File: src/rtl/fifo_arb_pkg.sv
// fifo_arb_pkg: shared types, stats width and the round-robin search used by the write arbiter.
package fifo_arb_pkg;
  typedef enum logic [1:0] {IDLE, BURST, HOLD} arb_state_t;
  localparam int STATS_WIDTH = 16;
  function automatic int rr_pick(input logic [31:0] valid, input int last, input int n);
    for (int k = 1; k <= n; k++)
      if (((valid >> ((last + k) % n)) & 32'd1) != 32'd0) return (last + k) % n;
    return 0;
  endfunction
endpackage

File: src/rtl/rr_priority_picker.sv
// rr_priority_picker: first valid index after last, with wrap-around, plus a found flag.
module rr_priority_picker import fifo_arb_pkg::*; #(
  parameter int N  = 4,
  parameter int IW = $clog2(N)
) (
  input  logic [N-1:0]  valid,
  input  logic [IW-1:0] last,
  output logic [IW-1:0] idx,
  output logic          found
);
  assign idx   = IW'(rr_pick(32'(valid), int'(last), N));
  assign found = |valid;
endmodule

File: src/rtl/fifo_wr_arbiter.sv
// fifo_wr_arbiter: round-robin burst sequencer sharing the async_fifo write port.
// Define FIFO_ARB_STATS_EN to add per-requester saturating accepted-word counters (beat_total).
module fifo_wr_arbiter import fifo_arb_pkg::*; #(
  parameter int NUM_REQ   = 4,
  parameter int DATA_LEN  = 16,
  parameter int MAX_BURST = 8
) (
  input  logic                         wr_clk,
  input  logic                         reset_n,
  input  logic [NUM_REQ-1:0]           req_valid,
  input  logic [NUM_REQ*DATA_LEN-1:0]  req_data,
  output logic [NUM_REQ-1:0]           req_ready,
  input  logic                         fifo_full,
  output logic                         write_en,
  output logic [DATA_LEN-1:0]          data_in,
  output logic [$clog2(NUM_REQ)-1:0]   grant_id,
  output logic                         busy
`ifdef FIFO_ARB_STATS_EN
  ,
  output logic [NUM_REQ*STATS_WIDTH-1:0] beat_total
`endif
);
  localparam int IW = $clog2(NUM_REQ);
  localparam int BW = $clog2(MAX_BURST + 1);
  arb_state_t state, state_n;
  logic [IW-1:0] owner, owner_n, last_owner, last_n, pick_last, pick;
  logic [BW-1:0] beat_cnt, beat_n;
  logic [NUM_REQ-1:0] pick_valid;
  logic found, own_valid, transfer, release_c;
  assign own_valid = req_valid[owner];
  assign transfer  = state == BURST && own_valid && !fifo_full;
  assign release_c = state != IDLE && (!own_valid || (transfer && beat_cnt == BW'(MAX_BURST - 1)));
  // On release the current owner is masked so a lone requester re-arbitrates through IDLE
  assign pick_valid = state == IDLE ? req_valid : req_valid & ~(NUM_REQ'(1) << owner);
  assign pick_last  = state == IDLE ? last_owner : owner;
  rr_priority_picker #(.N(NUM_REQ)) u_pick (
    .valid(pick_valid),
    .last (pick_last),
    .idx  (pick),
    .found(found)
  );
  always_comb begin
    state_n = state;
    owner_n = owner;
    last_n  = last_owner;
    beat_n  = beat_cnt;
    if (state == IDLE) begin
      state_n = found ? BURST : IDLE;
      owner_n = found ? pick : owner;
    end else if (release_c) begin
      last_n  = owner;
      beat_n  = '0;
      state_n = found ? BURST : IDLE;
      owner_n = found ? pick : owner;
    end else if (transfer) begin
      beat_n = beat_cnt + BW'(1);
    end else begin
      state_n = fifo_full ? HOLD : BURST;
    end
  end
  always_ff @(posedge wr_clk) begin
    if (!reset_n) begin
      state      <= IDLE;
      owner      <= '0;
      last_owner <= IW'(NUM_REQ - 1);
      beat_cnt   <= '0;
    end else begin
      state      <= state_n;
      owner      <= owner_n;
      last_owner <= last_n;
      beat_cnt   <= beat_n;
    end
  end
  assign write_en  = reset_n && transfer;
  assign req_ready = write_en ? NUM_REQ'(1) << owner : '0;
  assign data_in   = reset_n ? req_data[int'(owner)*DATA_LEN +: DATA_LEN] : '0;
  assign grant_id  = owner;
  assign busy      = state != IDLE;
`ifdef FIFO_ARB_STATS_EN
  for (genvar g = 0; g < NUM_REQ; g++) begin : g_stats
    always_ff @(posedge wr_clk) begin
      if (!reset_n) beat_total[g*STATS_WIDTH +: STATS_WIDTH] <= '0;
      else if (req_ready[g] && beat_total[g*STATS_WIDTH +: STATS_WIDTH] != '1)
        beat_total[g*STATS_WIDTH +: STATS_WIDTH] <= beat_total[g*STATS_WIDTH +: STATS_WIDTH] + STATS_WIDTH'(1);
    end
  end
`endif
endmodule

File: config.mk
export PLATFORM = sky130hd
export DESIGN_NAME = fifo_wr_arbiter
export DESIGN_NICKNAME = d
export VERILOG_FILES = /design/src/rtl/fifo_arb_pkg.sv /design/src/rtl/rr_priority_picker.sv /design/src/rtl/fifo_wr_arbiter.sv
export SDC_FILE = /design/constraint.sdc
export NUM_CORES = 1
export LEC_CHECK = 0
export BUFFER_PORTS_ARGS = -buffer_cell sky130_fd_sc_hd__buf_4
export CAP_MARGIN = 20
export CELL_PAD_IN_SITES_DETAIL_PLACEMENT = 1
export CELL_PAD_IN_SITES_GLOBAL_PLACEMENT = 2
export CORE_ASPECT_RATIO = 2
export CORE_MARGIN = 2
export CORE_UTILIZATION = 22
export CTS_BUF_LIST = sky130_fd_sc_hd__clkbuf_2 sky130_fd_sc_hd__clkbuf_4 sky130_fd_sc_hd__clkbuf_8
export CTS_CLUSTER_DIAMETER = 80
export DETAILED_ROUTE_END_ITERATION = 8
export PLACE_DENSITY_LB_ADDON = 0.1
export REMOVE_ABC_BUFFERS = 1
export SLEW_MARGIN = 25
export SYNTH_ARGS = -nofsm -noshare
export SYNTH_HDL_FRONTEND = slang
export SYNTH_SLANG_ARGS = --single-unit
File: constraint.sdc
create_clock -name wr_clk -period 2.45 [get_ports wr_clk]
set_input_delay 0.3675 -clock wr_clk [delete_from_list [all_inputs] [get_ports wr_clk]]
set_output_delay 0.3675 -clock wr_clk [all_outputs]
set_load 0.01 [all_outputs]
* Word-level counts from Yosys, hierarchy flattened *
Index checks and enable logic that the tools add are counted.

word-level totals
  flip-flop bits (word level) = 10
  bits of input ports = 71
  bits in writable memories = 0
  memories kept = 0
  logic and storage cells = 81
  latch bits = 0
  bits in read-only memories = 0

operators by class
  shifts and indexed selects = 6
  multiply operators = 0
  $add $sub $neg = 5
  div/mod/pow operators = 0
  reduce and logical (&&, ||, !) cells = 19
  magnitude comparators = 1
  bitwise operators = 7
  multiplexer cells = 36
  equality and inequality tests = 3

operators by type and width
  operator               number
  $shr A4 B32 Y1         4
  $shiftx A64 B7 Y16     1
  $mux W2                16
  $mux W16               1
  $mux W4                4
  $mux W1                14
  $reduce_or A2 Y1       4
  $reduce_bool A2 Y1     3
  $logic_and A1 B1 Y1    5
  $add A2 B1 Y2 const B  2
  $add A2 B2 Y2 const B  2
  $add A4 B1 Y4 const B  1
  $and A1 B1 Y1 const A  4
  $and A4 B4 Y4          1
  $eq A4 B3 Y1 const B   1
  $not A4 Y4             1
  $reduce_and A2 Y1      2
  $reduce_or A4 Y1       1
  $shl A1 B2 Y4 const A  1
  $lt A2 B3 Y1 const B   1
  $ne A3 B1 Y1 const B   1
  $bmux W1 S2            1
  $eq A2 B1 Y1 const B   1
  $logic_not A1 Y1       2
  other kinds (3)        3

* Logic depth before layout (Yosys ltp) *
Gate-level depths: netlist of run 1.

  depth in word-level cells = 17
  depth in mapped cells = 6
  gate-level depth less buffers = 6

* Cells and area by module *
Synthesis of run 1 repeated with hierarchy kept, for this count alone.

unflattened totals
  cells, all modules = 124
  area, all modules = 1198.6 um2

modules (own cells, without submodules)
  module              instances  seq. area each (um2)  area an instance (um2)  cells each
  fifo_wr_arbiter     1          200.2                 1117.3                  110
  rr_priority_picker  1          0.0                   81.3                    14

* Worst setup path before layout of run 1 *
No wires, ideal clock.

  kind = flip-flop to output port
  from = register owner[0] (netlist: grant_id[0])
  to = output port data_in[10]
  buffers on the path = 2
  arrival time = 1.876 ns
  cell stages (with the launch flop) = 5
  slack = 0.207 ns
  cell sequence = dfxtp_1 > clkbuf_1 > buf_1 > mux4_2 > and2_1

on the way
  longest elaborated chain between the ends = 2

ends and longest elaborated chain
  what                    RTL line               RTL
  start, declared         fifo_wr_arbiter.sv:26  logic [IW-1:0] owner, owner_n, last_owner, last_n, pick_last, pick;
  start signal, assigned  fifo_wr_arbiter.sv:69  owner <= owner_n;
  $shiftx A64 B7 Y16      fifo_wr_arbiter.sv:76  assign data_in = reset_n ? req_data[int'(owner)*DATA_LEN +: DATA_LEN] : '0;
  $mux W16                fifo_wr_arbiter.sv:76
  end, declared           fifo_wr_arbiter.sv:15  output logic [DATA_LEN-1:0] data_in,

Every way passes these cells.

* Final worst setup path of run 1 *
  from = register owner[0] (netlist: grant_id[0])
  to = output port data_in[14]

The elaborated chain is that of the path after synthesis.

==> out/results.tsv, run 1 <==
metric	value	unit
outcome	complete, no violations	
die_area	6590	um^2
worstReg2RegStart	state[1]	
fraction_of_synthesized_area_in_multiplexers	31.7	%
setup_total_negative_slack	0	ns
synth_xor_area_share	0.672	%
timing_hold_violations_final	0	
area.growth.synth_to_final	62.4	%
design.final.nets	307	
slew-limit-headroom	66.8	%
synth-simple-area-share	25.6	%
postLayoutCoreUtil	37.1	%
leakagePower	0.942	nW
vdd.ir_drop.worst	351	uV
rows	39	
yosysWarnings	0	
largest_net_degree_at_the_start_of_global_routing	31	
postSynthAreaPerCell	9.11	um^2
drt_wl_cell	19.4	um
port-buffer-count	94	
cts_hold_repair.buffers	0	
crit_path_end_kind	output port	
period_needed	2.17	ns
firstDrtPassIters	4	
clock-sinks	10	
io_pins	95	
timing.setup.critical_path_class	flip-flop to output port	
largest_family_of_logic_cells_by_synthesized_area	multiplexers	
dr_total_vias	1553	
detail_route.drc_violations	0	
finalWirelength	5720	um
timing.max_cap.violations	0	
share_of_final_layout_standard_cells_stronger_than_drive_strength_1	54.1	%
cpMaxStageDelayCell	mux4_2	
grt_residual_overflow	0	
gr-usage-all-layers	17.5	%
cp.depth	4	
layout.cells.most_common	buf_4	
synth_cell_area	1300	um^2
clk_pin_slew_worst_paths	0.05	ns
critical_path_cell_sequence	buf_4 -> mux4_2 -> and2_1 -> buf_4	
cts_resizes	0	
layout_common_cells	buf_4 (99), mux4_2 (17), and2_1 (16), nand2_1 (11), dfxtp_1 (10)	
synthesized_area_fraction_occupied_by_ao_oa_aoi_and_oai_cells	20.6	%
worst_hold_startpoint	fifo_full	
cpMostUsedCell	buf_4	
worst_r2r_path_depth	6	
antenna-diode-count	0	
cts_max_path_bufs	2	
worst-path-buf-inv	2	
hold-path-cell-count	2	
number_of_antenna_violations_at_the_first_check_in_global_routing	0	
ant_nets	0	
synth_cell_type_count	41	
worstSetupStartpointType	flip-flop	
detail_route.vias_per_cell	5.28	
globalplace.congestion	0.813	
clock_tree.root_cell	clkbuf_8	
post_synth_inst_count	143	
cts_tree	done	
seq_area_frac_synth	15.4	%
timing.critical_path.from	grant_id[0]	
critical-path-max-stage-delay	0.55	ns
report.final.setup_viol	0	
first_iter_violations	49	
slew_viol_final	0	
clock_tree.htree_level_count	1	
grt_first_pass_wirelength	8880	um
worst-slew-pin-transition	0.496	ns
skew	0.00223	ns
dieWidth	58.4	um
start_util	22.8	%
hpwl	4710	um
cpLargestDelayFamily	multiplexers	
number_of_enable_flip_flop_cells_after_synthesis	0	
pwr_dens	631	nW/um^2
post_cts.repair.setup_buffers	0	
die_h	113	um
cp_data_required_time	2.08	ns
synth_seq_cells	10	
timing.hold.worst.class	input pin to flip-flop	
grt_pass1_vias	1793	
tritoncts_buffers	3	
post_synth_fa_ha_maj_area_fraction	0.961	%
critical_path_peak_fanout	19	
yosys_most_used_dff	dfxtp_1	
async_s_r_ff_share_synth	0	%
post-route-period-util	88.6	%
critical_path_arrival	1.80	ns
max_clock_freq	460	MHz
clk-insertion-delay-late	0.23	ns
grt_setup_unrepaired	no	
core	5710	um^2
==> cell families (layout without fill, tap and decap cells) <==
kind of cell	Yosys count	after routing
AND/OR/NAND/NOR	60	60
AO/OA/AOI/OAI	34	34
multiplexers	20	20
buffers and inverters	17	107
flip-flops	10	10
adder cells (fa/ha/maj)	1	1
XOR/XNOR	1	1
==> cell type report <==
class | instances | area [um^2]
sequential | 10 | 200
fill | 687 | 3590
inverter | 5 | 18.8
clock buffer | 3 | 41.3
tap | 61 | 76.3
timing repair buffer | 99 | 743
multi-input combinational | 116 | 1040
==> registers in the layout (all words and copies together) (netlist names) <==
register,count
beat_cnt,4
grant_id,2
state,2
last_owner,2
==> synthesized netlist by cell type, types with 2 or more instances <==
library cell	number	share of area, %
mux4_2	17	29
and2_1	16	7.7
nand2_1	11	3.2
dfxtp_1	10	15
clkbuf_1	8	2.3
nor2_1	7	2.0
a21oi_1	5	1.9
and3_1	5	2.4
inv_1	5	1.4
a31oi_1	4	1.9
nand3_1	4	1.5
o211ai_1	4	2.3
a32oi_1	3	2.0
mux2i_1	3	2.3
nor3_1	3	1.2
o21ai_0	3	1.2
or3b_2	3	2.0
a21boi_0	2	1.2
a311oi_1	2	1.3
buf_1	2	0.58
buf_2	2	0.77
nor2_2	2	0.96
nor2b_1	2	0.96
nor3b_1	2	1.2
nor4_1	2	0.96
==> stage by stage <==
step / hold WS, ns / area, um^2 / power (mW) / cells / setup slack (ns)
floorplan: 0.456 / 1250 / 0.788 / 131 / -0.0699
global placement: 0.513 / 2070 / 1.16 / 291 / 0.380
detailed placement: 0.523 / 2070 / 1.18 / 291 / 0.359
CTS: 0.417 / 2120 / 1.36 / 294 / 0.242
global route: 0.428 / 2120 / 1.44 / 294 / 0.195
finish: 0.413 / 2120 / 1.33 / 294 / 0.278
==> metal layers <==
layer	GRT usage, %	share of wire (%)	vias to the layer above
li1	-	-	738
met1	17.3	34	753
met2	35.6	60	60
met3	1.94	5.8	2
met4	4.81	0.44	0
met5	0	0	-
==> worst paths after layout <==
kind              endpoint  slack, ns
max            data_in[14]       0.28
min               state[1]       0.41
max reg2reg    grant_id[1]       0.38
min reg2reg  last_owner[0]       0.53
==> worst register-to-register path, cell delays in order (launching register included) <==
cell      delay, ns
dfxtp_1        0.36
nor2_2         0.37
inv_1          0.24
mux2i_1        0.31
a221oi_1       0.15
o31a_1         0.34
o41ai_2        0.20
==> power by group <==
group | switching (mW) | leakage (nW) | internal (mW)
Clock | 0.0633 | 0.0216 | 0.108
Combinational | 0.442 | 0.839 | 0.500
Sequential | 0.0318 | 0.0819 | 0.190
Total | 0.537 | 0.942 | 0.797
Power figures use the tool's default switching activity.
==> inputs of run 2 (changes only) <==
--- a/config.mk
+++ b/config.mk
@@ -15,8 +15,8 @@
 export CTS_BUF_LIST = sky130_fd_sc_hd__clkbuf_2 sky130_fd_sc_hd__clkbuf_4 sky130_fd_sc_hd__clkbuf_8
 export CTS_CLUSTER_DIAMETER = 80
 export DETAILED_ROUTE_END_ITERATION = 8
+export HOLD_SLACK_MARGIN = 0.06
 export PLACE_DENSITY_LB_ADDON = 0.1
-export REMOVE_ABC_BUFFERS = 1
 export SLEW_MARGIN = 25
 export SYNTH_ARGS = -nofsm -noshare
 export SYNTH_HDL_FRONTEND = slang
==> out/results.tsv, run 2 (same netlist as run 1, synthesis figures left out) <==
metric	value	unit	change
outcome	complete, no violations		unchanged
die_area	6590	um^2	unchanged
cts_max_path_bufs	2		unchanged
firstDrtPassIters	4		unchanged
timing.hold.worst.class	input pin to flip-flop		unchanged
cts_resizes	0		unchanged
postLayoutCellArea	2110	um^2	was 2120 um^2
share_of_final_layout_standard_cells_stronger_than_drive_strength_1	53.9	%	was 54.1%
dieWidth	58.4	um	unchanged
flip_flop_count_of_the_largest_register_after_layout	4		unchanged
number_of_antenna_violations_at_the_first_check_in_global_routing	0		unchanged
dpl-instance-area	2070	um^2	about the same
net-switching-power	528	uW	was 537 uW
share_clk_of_total_power	12.7	%	was 12.8%
clock-sinks	10		unchanged
timing.rr.end	grant_id[1]		unchanged
hpwl	4610	um	was 4710 um
first_iter_violations	53		was 49
timing.max_cap.violations	0		unchanged
largest_net_degree_at_the_start_of_global_routing	31		unchanged
regToRegSetupSlack	0.32	ns	was 0.38 ns
ant_nets	0		unchanged
cpMaxStageDelayCell	mux4_2		unchanged
worstReg2RegStart	state[0]		was state[1]
worst_hold_startpoint	fifo_full		unchanged
skew	0.00554	ns	was 0.00223 ns
worstSetupStartpointType	flip-flop		unchanged
grt_setup_unrepaired	no		unchanged
start_util	22.8	%	unchanged
antenna-diode-count	0		unchanged
worst-path-buf-inv	2		unchanged
slew-limit-headroom	67.2	%	was 66.8%
registers.top_by_ff_count	beat_cnt		unchanged
timing.setup.critical_path_class	flip-flop to output port		unchanged
worst-slew-pin-transition	0.486	ns	was 0.496 ns
layout_common_cells	buf_4 (98), mux4_2 (17), and2_1 (16), nand2_1 (11), dfxtp_1 (10)		was buf_4 (99), mux4_2 (17), and2_1 (16), nand2_1 (11), dfxtp_1 (10)
cts_hold_repair.buffers	0		unchanged
report.final.setup_viol	0		unchanged
num-fill-cells	690		was 687
cpMostUsedCell	buf_4		unchanged
netSwitchingFraction	40.2	%	about the same
synth_nets	215		
worst_r2r_path_depth	5		was 6
pwr_dens	623	nW/um^2	was 631 nW/um^2
design.final.nets	306		was 307
setup_slack	0.322	ns	was 0.278 ns
post_cts.repair.setup_buffers	0		unchanged
setup_total_negative_slack	0	ns	unchanged
clk-insertion-delay-late	0.23	ns	about the same
dr_total_vias	1614		was 1553
clk_pin_slew_worst_paths	0.05	ns	about the same
port-buffer-count	94		unchanged
grt_pass1_vias	1818		was 1793
die_h	113	um	unchanged
clock_tree.root_cell	clkbuf_8		unchanged
cp_data_required_time	2.08	ns	about the same
grt_first_pass_wirelength	8870	um	was 8880 um
cpLargestDelayFamily	multiplexers		unchanged
post-route-period-util	86.9	%	was 88.6%
detail_route.vias_per_cell	5.51		was 5.28
area.growth.synth_to_final	61.9	%	was 62.4%
vdd.ir_drop.worst	347	uV	was 351 uV
critical_path_cell_sequence	buf_4 -> mux4_2 -> and2_1 -> buf_4		unchanged
detail_route.drc_violations	0		unchanged
gr-usage-all-layers	17.3	%	was 17.5%
grt_residual_overflow	0		unchanged
drt_wl_cell	18.8	um	was 19.4 um
critical_path_peak_fanout	18		was 19
crit_path_end_kind	output port		unchanged
globalplace.congestion	0.737		was 0.813
layout.cells.most_common	buf_4		unchanged
power.combinational.fraction	70.6	%	about the same
slew_viol_final	0		unchanged
cts_tree	done		unchanged
max_clock_freq	470	MHz	was 460 MHz
timing_hold_violations_final	0		unchanged
critical-path-max-stage-delay	0.54	ns	was 0.55 ns
core	5710	um^2	unchanged
p_int	786	uW	was 797 uW
tritoncts_buffers	3		unchanged
power_frac_seq	16.7	%	was 16.6%
hold-path-cell-count	2		unchanged
finalWirelength	5510	um	was 5720 um
worst_hold_path_endpoint	state[1]		unchanged
period_needed	2.13	ns	was 2.17 ns
hold_slack	0.395	ns	was 0.413 ns
io_pins	95		unchanged
rows	39		unchanged
leakagePower	0.937	nW	was 0.942 nW
critical_path_arrival	1.76	ns	was 1.80 ns
clock_tree.htree_level_count	1		unchanged
dpl_worst_slack	0.293	ns	was 0.359 ns
placed_cells	290		was 291
filler_free_cell_count_of_the_finished_design	293		was 294
-- run 2: cell types whose count changed in the layout (fill, tap and decap cells not counted) --
cell / delta
buf_4: -1
-- run 2: worst max-delay path by stage --
stage,startpoint,endpoint,slack (ns),cells after the start
2_1_floorplan,grant_id[0],data_in[10],0.21,4
3_3_place_gp,fifo_full,grant_id[0],0.35,6
3_5_place_dp,fifo_full,grant_id[1],0.29,6
4_1_cts,grant_id[0],data_in[13],0.30,4
5_1_grt,state[0],grant_id[1],0.21,5
6_report,grant_id[0],data_in[13],0.32,4
-- run 2: worst register-to-register path: cells and delay by family (launching register included) --
| family | cells | cell delay, ns |
|---|---|---|
| AO/OA/AOI/OAI | 2 | 0.73 |
| flip-flops | 1 | 0.43 |
| AND/OR/NAND/NOR | 3 | 0.87 |
-- run 2: per-stage QoR --
step | utilization (%) | power (mW)
6_report | 36.9 | 1.31
5_1_grt | 36.9 | 1.42
4_1_cts | 36.9 | 1.33
3_5_place_dp | 36.2 | 1.16
3_3_place_gp | 36.2 | 1.14
2_1_floorplan | - | 0.812
-- run 2: final cells by class --
type | instances | area, um^2 | area share [%]
inverters | 5 | 18.8 | 0.890
clock buffers | 3 | 41.3 | 1.96
well taps | 61 | 76.3 | 3.62
multi-input cells | 116 | 1040 | 49.1
repair buffers | 98 | 736 | 34.9
flip-flops and latches | 10 | 200 | 9.50
-- run 2: layer usage --
| metal | routed length (um) | track usage (%) |
|---|---|---|
| met5 | 0 | 0 |
| met3 | 364 | 2.29 |
| met2 | 3270 | 34.8 |
| met4 | 144 | 6.82 |
| met1 | 1730 | 16.3 |
-- run 2: power by group through the flow --
stage / combinational [mW] / sequential, mW / clock [mW]
after floorplan: 0.592 / 0.220 / 0
after global placement: 0.920 / 0.222 / 0
after detailed placement: 0.940 / 0.223 / 0
after CTS: 0.943 / 0.219 / 0.170
after global routing: 1.02 / 0.223 / 0.181
final: 0.927 / 0.219 / 0.167
==> inputs of run 3 (changes only) <==
--- a/config.mk
+++ b/config.mk
@@ -16,7 +16,7 @@
 export CTS_CLUSTER_DIAMETER = 80
 export DETAILED_ROUTE_END_ITERATION = 8
 export HOLD_SLACK_MARGIN = 0.06
-export PLACE_DENSITY_LB_ADDON = 0.1
+export PLACE_DENSITY = 0.84
 export SLEW_MARGIN = 25
 export SYNTH_ARGS = -nofsm -noshare
 export SYNTH_HDL_FRONTEND = slang
==> out/results.tsv, run 3 (same netlist as run 1, synthesis figures left out) <==
metric	value	unit	change
detail_route.drc_violations	0		unchanged
slew_viol_final	0		unchanged
drt_wl_cell	18.1	um	was 18.8 um
setup_total_negative_slack	0	ns	unchanged
cts_max_path_bufs	2		unchanged
layout_common_cells	buf_4 (99), mux4_2 (17), and2_1 (16), nand2_1 (11), dfxtp_1 (10)		was buf_4 (98), mux4_2 (17), and2_1 (16), nand2_1 (11), dfxtp_1 (10)
pwr_dens	644	nW/um^2	was 623 nW/um^2
grt_residual_overflow	0		unchanged
flip_flop_count_of_the_largest_register_after_layout	4		unchanged
grt_setup_unrepaired	no		unchanged
vdd.ir_drop.worst	527	uV	was 347 uV
synth_nets	215		unchanged
worst-slew-pin-transition	0.472	ns	was 0.486 ns
clk-insertion-delay-late	0.24	ns	was 0.23 ns
cp_data_required_time	2.08	ns	about the same
cpMaxStageDelayCell	mux4_2		unchanged
detail_route.vias_per_cell	5.22		was 5.51
critical_path_arrival	1.78	ns	was 1.76 ns
antenna-diode-count	0		unchanged
timing_hold_violations_final	0		unchanged
hpwl	4410	um	was 4610 um
gr-usage-all-layers	16.6	%	was 17.3%
clock-sinks	10		unchanged
registers.top_by_ff_count	beat_cnt		unchanged
dr_total_vias	1544		was 1614
rows	39		unchanged
area.growth.synth_to_final	65.0	%	was 61.9%
cts_hold_repair.buffers	0		unchanged
share_of_final_layout_standard_cells_stronger_than_drive_strength_1	54.5	%	was 53.9%
max_clock_freq	465	MHz	was 470 MHz
post-route-period-util	87.8	%	was 86.9%
first_iter_violations	38		was 53
worstSetupStartpointType	flip-flop		unchanged
ant_nets	0		unchanged
io_pins	95		unchanged
postLayoutCoreUtil	37.7	%	was 36.9%
leakagePower	0.957	nW	was 0.937 nW
timing.max_cap.violations	0		unchanged
cpMostUsedCell	and3_1		was buf_4
dpl-instance-area	2090	um^2	was 2070 um^2
report.final.setup_viol	0		unchanged
layout.cells.most_common	buf_4		unchanged
post_cts.repair.setup_buffers	0		unchanged
postLayoutCellArea	2150	um^2	was 2110 um^2
die_area	6590	um^2	unchanged
finalWirelength	5350	um	was 5510 um
period_needed	2.15	ns	was 2.13 ns
dieWidth	58.4	um	unchanged
slew-limit-headroom	68.2	%	was 67.2%
grt_first_pass_wirelength	8360	um	was 8870 um
die_h	113	um	unchanged
clk_pin_slew_worst_paths	0.05	ns	about the same
cts_resizes	0		unchanged
p_total	1.38	mW	was 1.31 mW
tritoncts_buffers	3		unchanged
number_of_antenna_violations_at_the_first_check_in_global_routing	0		unchanged
timing.setup.critical_path_class	flip-flop to output port		unchanged
start_util	22.8	%	unchanged
critical-path-max-stage-delay	0.60	ns	was 0.54 ns
timing.hold.worst.class	input pin to flip-flop		unchanged
dpl_worst_slack	0.401	ns	was 0.293 ns
clock_tree.root_cell	clkbuf_8		unchanged
setup_slack	0.298	ns	was 0.322 ns
cts_tree	done		unchanged
largest_net_degree_at_the_start_of_global_routing	31		unchanged
outcome	complete, no violations		unchanged
globalplace.congestion	0.746		was 0.737
critical_path_cell_sequence	mux4_2 -> and3_1 -> and3_1 -> buf_4		was buf_4 -> mux4_2 -> and2_1 -> buf_4
port-buffer-count	94		unchanged
clock_tree.htree_level_count	1		unchanged
grt_pass1_vias	1618		was 1818
critical_path_peak_fanout	4		was 18
design.final.nets	308		was 306
core	5710	um^2	unchanged
crit_path_end_kind	output port		unchanged
firstDrtPassIters	4		unchanged
skew	0.00141	ns	was 0.00554 ns
run 3: cell count changes in the layout (fill, tap and decap cells not counted):
| cell | delta |
|---|---|
| buf_12 | +1 |
| buf_4 | +1 |
| clkbuf_8 | +1 |
run 3: area by class of cell:
cell class | count | area, um^2
fillers | 690 | 3560
inverters | 5 | 18.8
flip-flops and latches | 10 | 200
well taps | 61 | 76.3
repair buffers | 100 | 763
clock buffers | 4 | 55.1
multi-input cells | 116 | 1040
run 3: critical path, delay by kind of cell (launching register included):
family        cells  cell delay [ns]
buf+inv           1             0.14
flops             1             0.38
mux               1             0.60
simple gates      2             0.43
run 3: worst paths after layout:
path | startpoint | end | slack [ns] | cells after the start
hold / removal | fifo_full | state[1] | 0.38 | 2
setup / recovery | grant_id[1] | req_ready[2] | 0.30 | 4
setup reg to reg | grant_id[1] | state[0] | 0.42 | 6
hold reg to reg | last_owner[0] | last_owner[0] | 0.55 | 2
run 3: metal layers:
metal  wire length, um  vias to the layer above  track usage [%]
met1              1660                      755             15.7
li1                  -                      743                -
met2              3390                       37             34.2
met4               140                        0             5.89
met3               157                        9             1.03
met5                 0                        -                0
run 3: power by group:
part / leakage, nW / total (mW) / internal [mW] / switching, mW
logic: 0.846 / 0.942 / 0.515 / 0.428
registers: 0.0819 / 0.228 / 0.190 / 0.0378
clock network: 0.0288 / 0.215 / 0.142 / 0.0727
run 3: stage by stage:
stage	cells	hold WS [ns]
6_report	296	0.375
5_1_grt	296	0.398
4_1_cts	296	0.376
3_5_place_dp	292	0.551
3_3_place_gp	292	0.533
2_1_floorplan	143	0.488
